<file path="src/rtl/bcd_serial_add_ctrl.sv">
// Digit-serial 4-digit packed-BCD adder/controller sharing one 1-digit BCD adder.
// Optional macro BCD_SUB_EN adds nine's-complement subtraction selected by sub.
module bcd_serial_add_ctrl (
   input  logic        CLOCK_50,
   input  logic        reset,
   input  logic        start,
   input  logic        sub,
   input  logic [15:0] A,
   input  logic [15:0] B,
   output logic [15:0] sum,
   output logic        cout,
   output logic        busy,
   output logic        done,
   output logic        err
);

   typedef enum logic [1:0] {
      IDLE = 2'd0,
      ADD  = 2'd1,
      DONE = 2'd2
   } state_t;

   state_t      r_state;
   state_t      w_next;
   logic [1:0]  r_idx;
   logic        r_carry;
   logic        r_inv;
   logic [15:0] r_a;
   logic [15:0] r_b;
   logic [15:0] r_sum;
   logic        r_cout;
   logic        r_err;
   logic        r_busy;
   logic        r_done;

   logic        w_bad;
   logic        w_sub;
   logic [3:0]  w_a_dig;
   logic [3:0]  w_b_raw;
   logic [3:0]  w_b_dig;
   logic [4:0]  w_s;
   logic [3:0]  w_digit;
   logic        w_c;

   // True when any nibble of v is not a decimal digit
   function automatic logic has_bad_digit(input logic [15:0] v);
      logic bad;
      bad = 1'b0;
      for (int i = 0; i < 4; i++) begin
         if (v[4*i +: 4] > 4'd9) begin
            bad = 1'b1;
         end else begin
            bad = bad;
         end
      end
      return bad;
   endfunction

   assign w_bad = has_bad_digit(A) | has_bad_digit(B);

`ifdef BCD_SUB_EN
   logic r_sub;
   assign w_sub   = sub;
   assign w_b_dig = r_sub ? (4'd9 - w_b_raw) : w_b_raw;
`else
   // sub is accepted on the port but has no effect in this build
   assign w_sub   = sub & 1'b0;
   assign w_b_dig = w_b_raw;
`endif

   assign w_a_dig = r_a[{r_idx, 2'b00} +: 4];
   assign w_b_raw = r_b[{r_idx, 2'b00} +: 4];
   assign w_s     = {1'b0, w_a_dig} + {1'b0, w_b_dig} + {4'b0000, r_carry};

   // Decimal correction of the shared single-digit adder
   always_comb begin
      w_digit = w_s[3:0];
      w_c     = 1'b0;
      if (w_s > 5'd9) begin
         w_digit = 4'(w_s - 5'd10);
         w_c     = 1'b1;
      end else begin
         w_digit = w_s[3:0];
         w_c     = 1'b0;
      end
   end

   // Next-state logic
   always_comb begin
      w_next = r_state;
      case (r_state)
         IDLE: begin
            if (start) begin
               w_next = ADD;
            end else begin
               w_next = IDLE;
            end
         end
         ADD: begin
            if (r_inv || (r_idx == 2'd3)) begin
               w_next = DONE;
            end else begin
               w_next = ADD;
            end
         end
         DONE:    w_next = IDLE;
         default: w_next = IDLE;
      endcase
   end

   // State register with registered busy/done decode
   always_ff @(posedge CLOCK_50 or posedge reset) begin
      if (reset) begin
         r_state <= IDLE;
         r_busy  <= 1'b0;
         r_done  <= 1'b0;
      end else begin
         r_state <= w_next;
         r_busy  <= (w_next != IDLE);
         r_done  <= (w_next == DONE);
      end
   end

   // Operand capture and digit-by-digit result accumulation
   always_ff @(posedge CLOCK_50 or posedge reset) begin
      if (reset) begin
         r_idx   <= 2'd0;
         r_carry <= 1'b0;
         r_inv   <= 1'b0;
         r_a     <= 16'h0000;
         r_b     <= 16'h0000;
         r_sum   <= 16'h0000;
         r_cout  <= 1'b0;
         r_err   <= 1'b0;
`ifdef BCD_SUB_EN
         r_sub   <= 1'b0;
`endif
      end else begin
         case (r_state)
            IDLE: begin
               if (start) begin
                  r_a     <= A;
                  r_b     <= B;
                  r_carry <= w_sub;
                  r_idx   <= 2'd0;
                  r_inv   <= w_bad;
`ifdef BCD_SUB_EN
                  r_sub   <= sub;
`endif
                  if (!w_bad) begin
                     r_err <= 1'b0;
                  end else begin
                     r_err <= r_err;
                  end
               end else begin
                  r_idx <= r_idx;
               end
            end
            ADD: begin
               if (r_inv) begin
                  r_sum  <= 16'h0000;
                  r_cout <= 1'b0;
                  r_err  <= 1'b1;
                  r_idx  <= 2'd0;
               end else begin
                  r_sum[{r_idx, 2'b00} +: 4] <= w_digit;
                  r_carry <= w_c;
                  r_idx   <= r_idx + 2'd1;
                  if (r_idx == 2'd3) begin
                     r_cout <= w_c;
                  end else begin
                     r_cout <= r_cout;
                  end
               end
            end
            DONE:    r_idx <= 2'd0;
            default: r_idx <= 2'd0;
         endcase
      end
   end

   assign sum  = r_sum;
   assign cout = r_cout;
   assign err  = r_err;
   assign busy = r_busy;
   assign done = r_done;

endmodule

</file>
<file path="config.mk">
export PLATFORM = sky130hd
export DESIGN_NAME = bcd_serial_add_ctrl
export DESIGN_NICKNAME = d
export VERILOG_FILES = /design/src/rtl/bcd_serial_add_ctrl.sv
export SDC_FILE = /design/constraint.sdc
export NUM_CORES = 1
export LEC_CHECK = 0
export BUFFER_PORTS_ARGS = -buffer_cell sky130_fd_sc_hd__buf_2
export CAP_MARGIN = 25
export CORE_MARGIN = 2
export CORE_UTILIZATION = 59
export DETAILED_ROUTE_END_ITERATION = 6
export PLACE_DENSITY = 0.85
export SYNTH_ARGS = -nofsm -noshare
export SYNTH_HDL_FRONTEND = slang
export SYNTH_SLANG_ARGS = --single-unit
</file>
<file path="constraint.sdc">
create_clock -name CLOCK_50 -period 5.4 [get_ports CLOCK_50]
set_input_delay 0.54 -clock CLOCK_50 [delete_from_list [all_inputs] [get_ports CLOCK_50]]
set_output_delay 0.54 -clock CLOCK_50 [all_outputs]
set_load 0.01 [all_outputs]
</file>
* Yosys cells after proc, flatten, opt, wreduce, memory -nomap -nowiden
Index checks and enable logic that the tools add are counted. Widths: inputs -> output; s select.
Storage, ports and cells: bits in registers 58, latch bits 0, bits in writable memories 0, memory bits (read-only) 0, bits of input ports 36, output and inout bits 20, logic and storage cells 73, memories 0
Operators by class: $add $sub $neg 5, multipliers 0, divide/modulo/power cells 0, magnitude comparators 9, eq/ne operators 7, shift operators 4, multiplexer cells 27, bitwise operators 1, reductions and logical operators 9
Operators by type and width (count):
- $gt 4x4->1 const B | 8
- $shiftx 16x5->4 | 2
- $mux 1 | 17
- $bwmux 16 | 1
- $mux 16 | 1
- $shift 4x6->16 const A | 1
- $shiftx 4x6->16 | 1
- $ne 2x2->1 const B | 4
- $pmux 2 s2 | 2
- $mux 2 | 3
- $neg 4->6 | 1
- $reduce_bool 2->1 | 3
- $add 4x4->5 | 1
- $add 5x1->5 | 1
- $gt 5x4->1 const B | 1
- $eq 2x2->1 const B | 2
- $mux 4 | 1
- $pmux 1 s2 | 2
- $reduce_and 2->1 | 2
- $reduce_and 4->1 | 1
- $sub 4x4->4 const B | 1
- $reduce_and 3->1 | 1
- $add 2x1->2 const B | 1
- $eq 2x1->1 const B | 1
- other kinds (3) | 3

* Longest topological paths before layout
word-level depth 9, mapped depth 12, mapped depth without buffers 10

* Worst setup path after synthesis
OpenSTA, ideal clock, no wires.
path kind reg2reg, start register r_idx[1], end register r_sum[13] (netlist: sum[13]), arrival 3.466 ns, path slack 1.812 ns, stages on the path, launching flop included 11, buffers on the path 1, period minus slack after synthesis 3.588 ns, cells stage by stage dfrtp_1 -> clkbuf_1 -> mux4_2 -> fa_1 -> fa_1 -> xnor2_2 -> ha_1 -> nor2b_1 -> nor4_4 -> or3_4 -> a32o_1
On the way: longest elaborated chain between the ends 8, elaborated cells on any way between the ends 12, those cells by class add/sub (4); order compare (1); shift (4); mux (3)
Ends and longest elaborated chain:
- start, declared | line 25 | logic [1:0] r_idx;
- start signal, assigned | line 156 | r_idx <= r_idx;
- start signal, assigned | line 168 | r_idx <= r_idx + 2'd1;
- $shiftx 16x5->4, on equally long branches | line 71, 72
- $add 4x4->5 | line 73 | assign w_s = {1'b0, w_a_dig} + {1'b0, w_b_dig} + {4'b0000, r_carry};
- $add 5x1->5 | line 73
- $sub 4x4->4 or $gt 5x4->1 (tied branches) | line 80, 79
- $mux 4 | line 79 | if (w_s > 5'd9) begin
- $shiftx 4x6->16 | line 166 | r_sum[{r_idx, 2'b00} +: 4] <= w_digit;
- $bwmux 16 * | line 166
- $mux 16 * | line 160 | if (r_inv) begin
- end signal, assigned by index | line 166
- end, declared | line 30 | logic [15:0] r_sum;
Mark *: on every way between the ends. The rest lies on a longest branch, timed or not. A chain may end at the register's enable or synchronous reset.

* Final worst setup path
start register r_idx[1], end register r_sum[6] (netlist: sum[6])
Same word-level chain as after synthesis.

==> impl_metrics.yaml <==
synth:
  synth.avg_cell_area_um2: 12.6
  synth_flop_cell: "dfrtp_1"
  synth.distinct_cells: 44
  synth_area_um2: 2820
  synth.top_cell.area_share_pct: 51.5
  async_flop_share_pct: 100
  synth_commonest_cells: "dfrtp_1 (58), mux2_2 (32), o21ai_0 (17)"
  yosysMostFrequentCell: "dfrtp_1"
  synth_seq_cells: 58
  synthTopCellsByArea: "dfrtp_1 (51%), mux2_2 (13%), mux4_2 (6.4%)"
  synth.largest_area_cell: "dfrtp_1"
  syn_inst: 223
  synthesis.nets: 269
  ys.warnings.count: 0
  synth_edf_count: 0
  synth-seq-area-share_pct: 51.5
sta:
  period_needed_ns: 3.84
  slew_headroom_pct: 53.2
  hold_ws_ns: 0.396
  hold_viol: 0
  worst_pin_slew_ns: 0.702
  skew_ns: 0.0102
  layout_setup_ws_ns: 1.56
  rsz0062_at_grt: "no"
  tns_ns: 0
  finalSetupViolCount: 0
  fmax_ghz: 0.260
  maxSlewViolCount: 0
  finalCritPeriodShare_pct: 71.1
die:
  ios: 56
  dieArea_um2: 5350
  start_util_pct: 60.5
  coreArea_um2: 4660
  fp-row-count: 25
  die_w_um: 73.1
  die_h_um: 73.1
route:
  vias_per_cell: 5.90
  routed_wirelength_mm: 5.75
  drcViolationCount: 0
  wl_per_cell_um: 16.7
  dr.pass1.iters: 4
  antenna_left: 0
  drtIter0Drc: 169
  vias: 2028
clocking:
  holdBufCountCts: 0
  post_cts_buffers: 0
  insertion_delay_ns: 0.34
  cts.sinks: 58
  numCtsBuffers: 9
  clkTransAtPathRegs_ns: 0.07
  clock_path_buffers: 2
  h-tree-depth: 3
  cts.repair.resized: 0
  cts_tree: "done"
  cts_root_buffer: "clkbuf_8"
power_and_ir_drop:
  swShare_pct: 36.2
  internal-power_mw: 1.12
  p_switching_mw: 0.636
  ir_worst_vdd_mv: 0.314
  p_leak_nw: 1.58
  combPwrFrac_pct: 43.4
  p_total_mw: 1.76
  p_clk_share_pct: 22.4
  seqPwrFrac_pct: 34.2
  p_per_area_nw_per_um2: 523
final_layout:
  area_growth_pct: 19.1
  fillers: 322
  final_util_pct: 72.1
  fin_nets: 331
  antenna_cells: 0
  drive_gt1_share_pct: 43.4
worst_setup_path:
  crit_required_ns: 5.60
  path_buf_inv: 0
  critPathMaxFanout: 11
  path_common_cell: "fa_1"
  worstSetupPathType: "reg -> reg"
  startpoint_type: "flop"
  slowest_delay_ns: 0.69
  crit_path_cell_trace: "mux4_2 -> fa_1 -> fa_1 -> xnor2_2 -> ha_1 -> nor2b_1 -> nor4_4 -> a221oi_2 -> o21ai_1"
  cp-end-kind: "flop"
  path_delay_family: "adder cells"
  worstPathArrival_ns: 4.05
  crit_slowest_cell: "dfrtp_1"
placement:
  post-place-ws_ns: 1.59
  hpwlAfterDp_mm: 4.08
  io_buffer_count: 54
  place_congestion: 0.896
global_route:
  grt_max_degree: 59
  grt_pass1_wl_mm: 9.66
  grt_pass1_vias: 2084
  antenna_found_initial: 0
  grt_usage_pct: 24.6
  overflow: 0
job:
  drv_cap: 0
min_path:
  hp-class: "in -> async"
status:
  outcome: "complete, no violations"
## cell families after synthesis
| kind of cell | count (synthesis) | synth area share [%] |
|---|---|---|
| XOR/XNOR | 2 | 0.888 |
| flip-flops | 58 | 51.5 |
| adder cells (fa/ha/maj) | 10 | 4.97 |
| multiplexers | 42 | 19.9 |
| buffers and inverters | 18 | 2.62 |
| AO/OA/AOI/OAI | 41 | 9.63 |
| AND/OR/NAND/NOR | 52 | 10.6 |
## flip-flops by register name, summed over array words and instances (netlist names)
signal,flops
busy,1
cout,1
done,1
err,1
r_a,16
r_b,16
r_carry,1
r_idx,2
r_inv,1
r_state,2
sum,16
## power by group through the flow
| stage | Combinational, mW | Sequential, mW | Clock, mW |
|---|---|---|---|
| 2_1_floorplan | 0.603 | 0.588 | 0 |
| 3_3_place_gp | 0.725 | 0.599 | 0 |
| 3_5_place_dp | 0.756 | 0.608 | 0 |
| 4_1_cts | 0.761 | 0.600 | 0.397 |
| 5_1_grt | 0.839 | 0.614 | 0.412 |
| 6_report | 0.764 | 0.601 | 0.393 |
## placed cells by master (no fill, tap or decap), types with 2 or more instances in the layout
cell | Yosys | final
inv_1 | 11 | 10
ha_1 | 8 | 8
o21ai_1 | 5 | 5
nand4_1 | 4 | 4
a22o_1 | 4 | 4
fa_1 | 2 | 2
and3_4 | 2 | 2
nor2_1 | 12 | 12
mux2_2 | 32 | 32
buf_2 | 5 | 54
mux4_2 | 8 | 8
nand2_1 | 14 | 14
clkbuf_8 | 0 | 10
and4_1 | 2 | 2
o21ai_0 | 17 | 17
a21o_1 | 2 | 2
nand3_1 | 3 | 3
a32o_1 | 4 | 4
mux2i_1 | 2 | 2
nor3_1 | 3 | 3
a21oi_1 | 2 | 2
buf_4 | 0 | 3
clkinv_2 | 0 | 3
dfrtp_1 | 58 | 58
## stage by stage
step | instance area, µm² | std cells
2_1_floorplan | 2820 | 223
3_3_place_gp | 3150 | 327
5_1_grt | 3360 | 344
6_report | 3360 | 344
4_1_cts | 3350 | 343
3_5_place_dp | 3150 | 327
## area by class of cell
| type | instances | area [µm²] | share of cell area (%) |
|---|---|---|---|
| sequential | 58 | 1450 | 43.2 |
| multi-input combinational | 147 | 1300 | 38.7 |
| timing repair buffer | 58 | 304 | 9.05 |
| clock buffer | 11 | 141 | 4.21 |
| tap | 54 | 67.6 | 2.01 |
| clock inverter | 5 | 53.8 | 1.60 |
| inverter | 11 | 41.3 | 1.23 |
## tightest hold or removal path: stages
cell and delay [ns]:
buf_2 0.10, inv_2 0.03, buf_4 0.56
## routing by layer
metal | up-vias | GRT usage [%] | routed length (µm)
li1 | 941 | - | -
met1 | 974 | 29.9 | 2440
met2 | 87 | 39.0 | 2730
met3 | 26 | 5.39 | 313
met4 | 0 | 16.7 | 263
met5 | - | 0 | 0
## worst paths after layout
path | from | endpoint | slack (ns) | depth (start not counted)
worst max register to register | r_idx[1]$_DFFE_PP0P_ | sum[6]$_DFFE_PP0P_ | 1.56 | 9
min in group CLOCK_50 | B[8] | r_b[8]$_DFFE_PP0P_ | 0.42 | 2
worst min register to register | sum[7]$_DFFE_PP0P_ | sum[7]$_DFFE_PP0P_ | 0.48 | 2
worst min-delay path | reset | r_state[1]$_DFF_PP0_ | 0.40 | 3
worst max-delay path | r_idx[1]$_DFFE_PP0P_ | sum[6]$_DFFE_PP0P_ | 1.56 | 9
max in group asynchronous | reset | r_b[4]$_DFFE_PP0P_ | 4.54 | 3
Note: power is estimated with default switching activity, not from simulation.
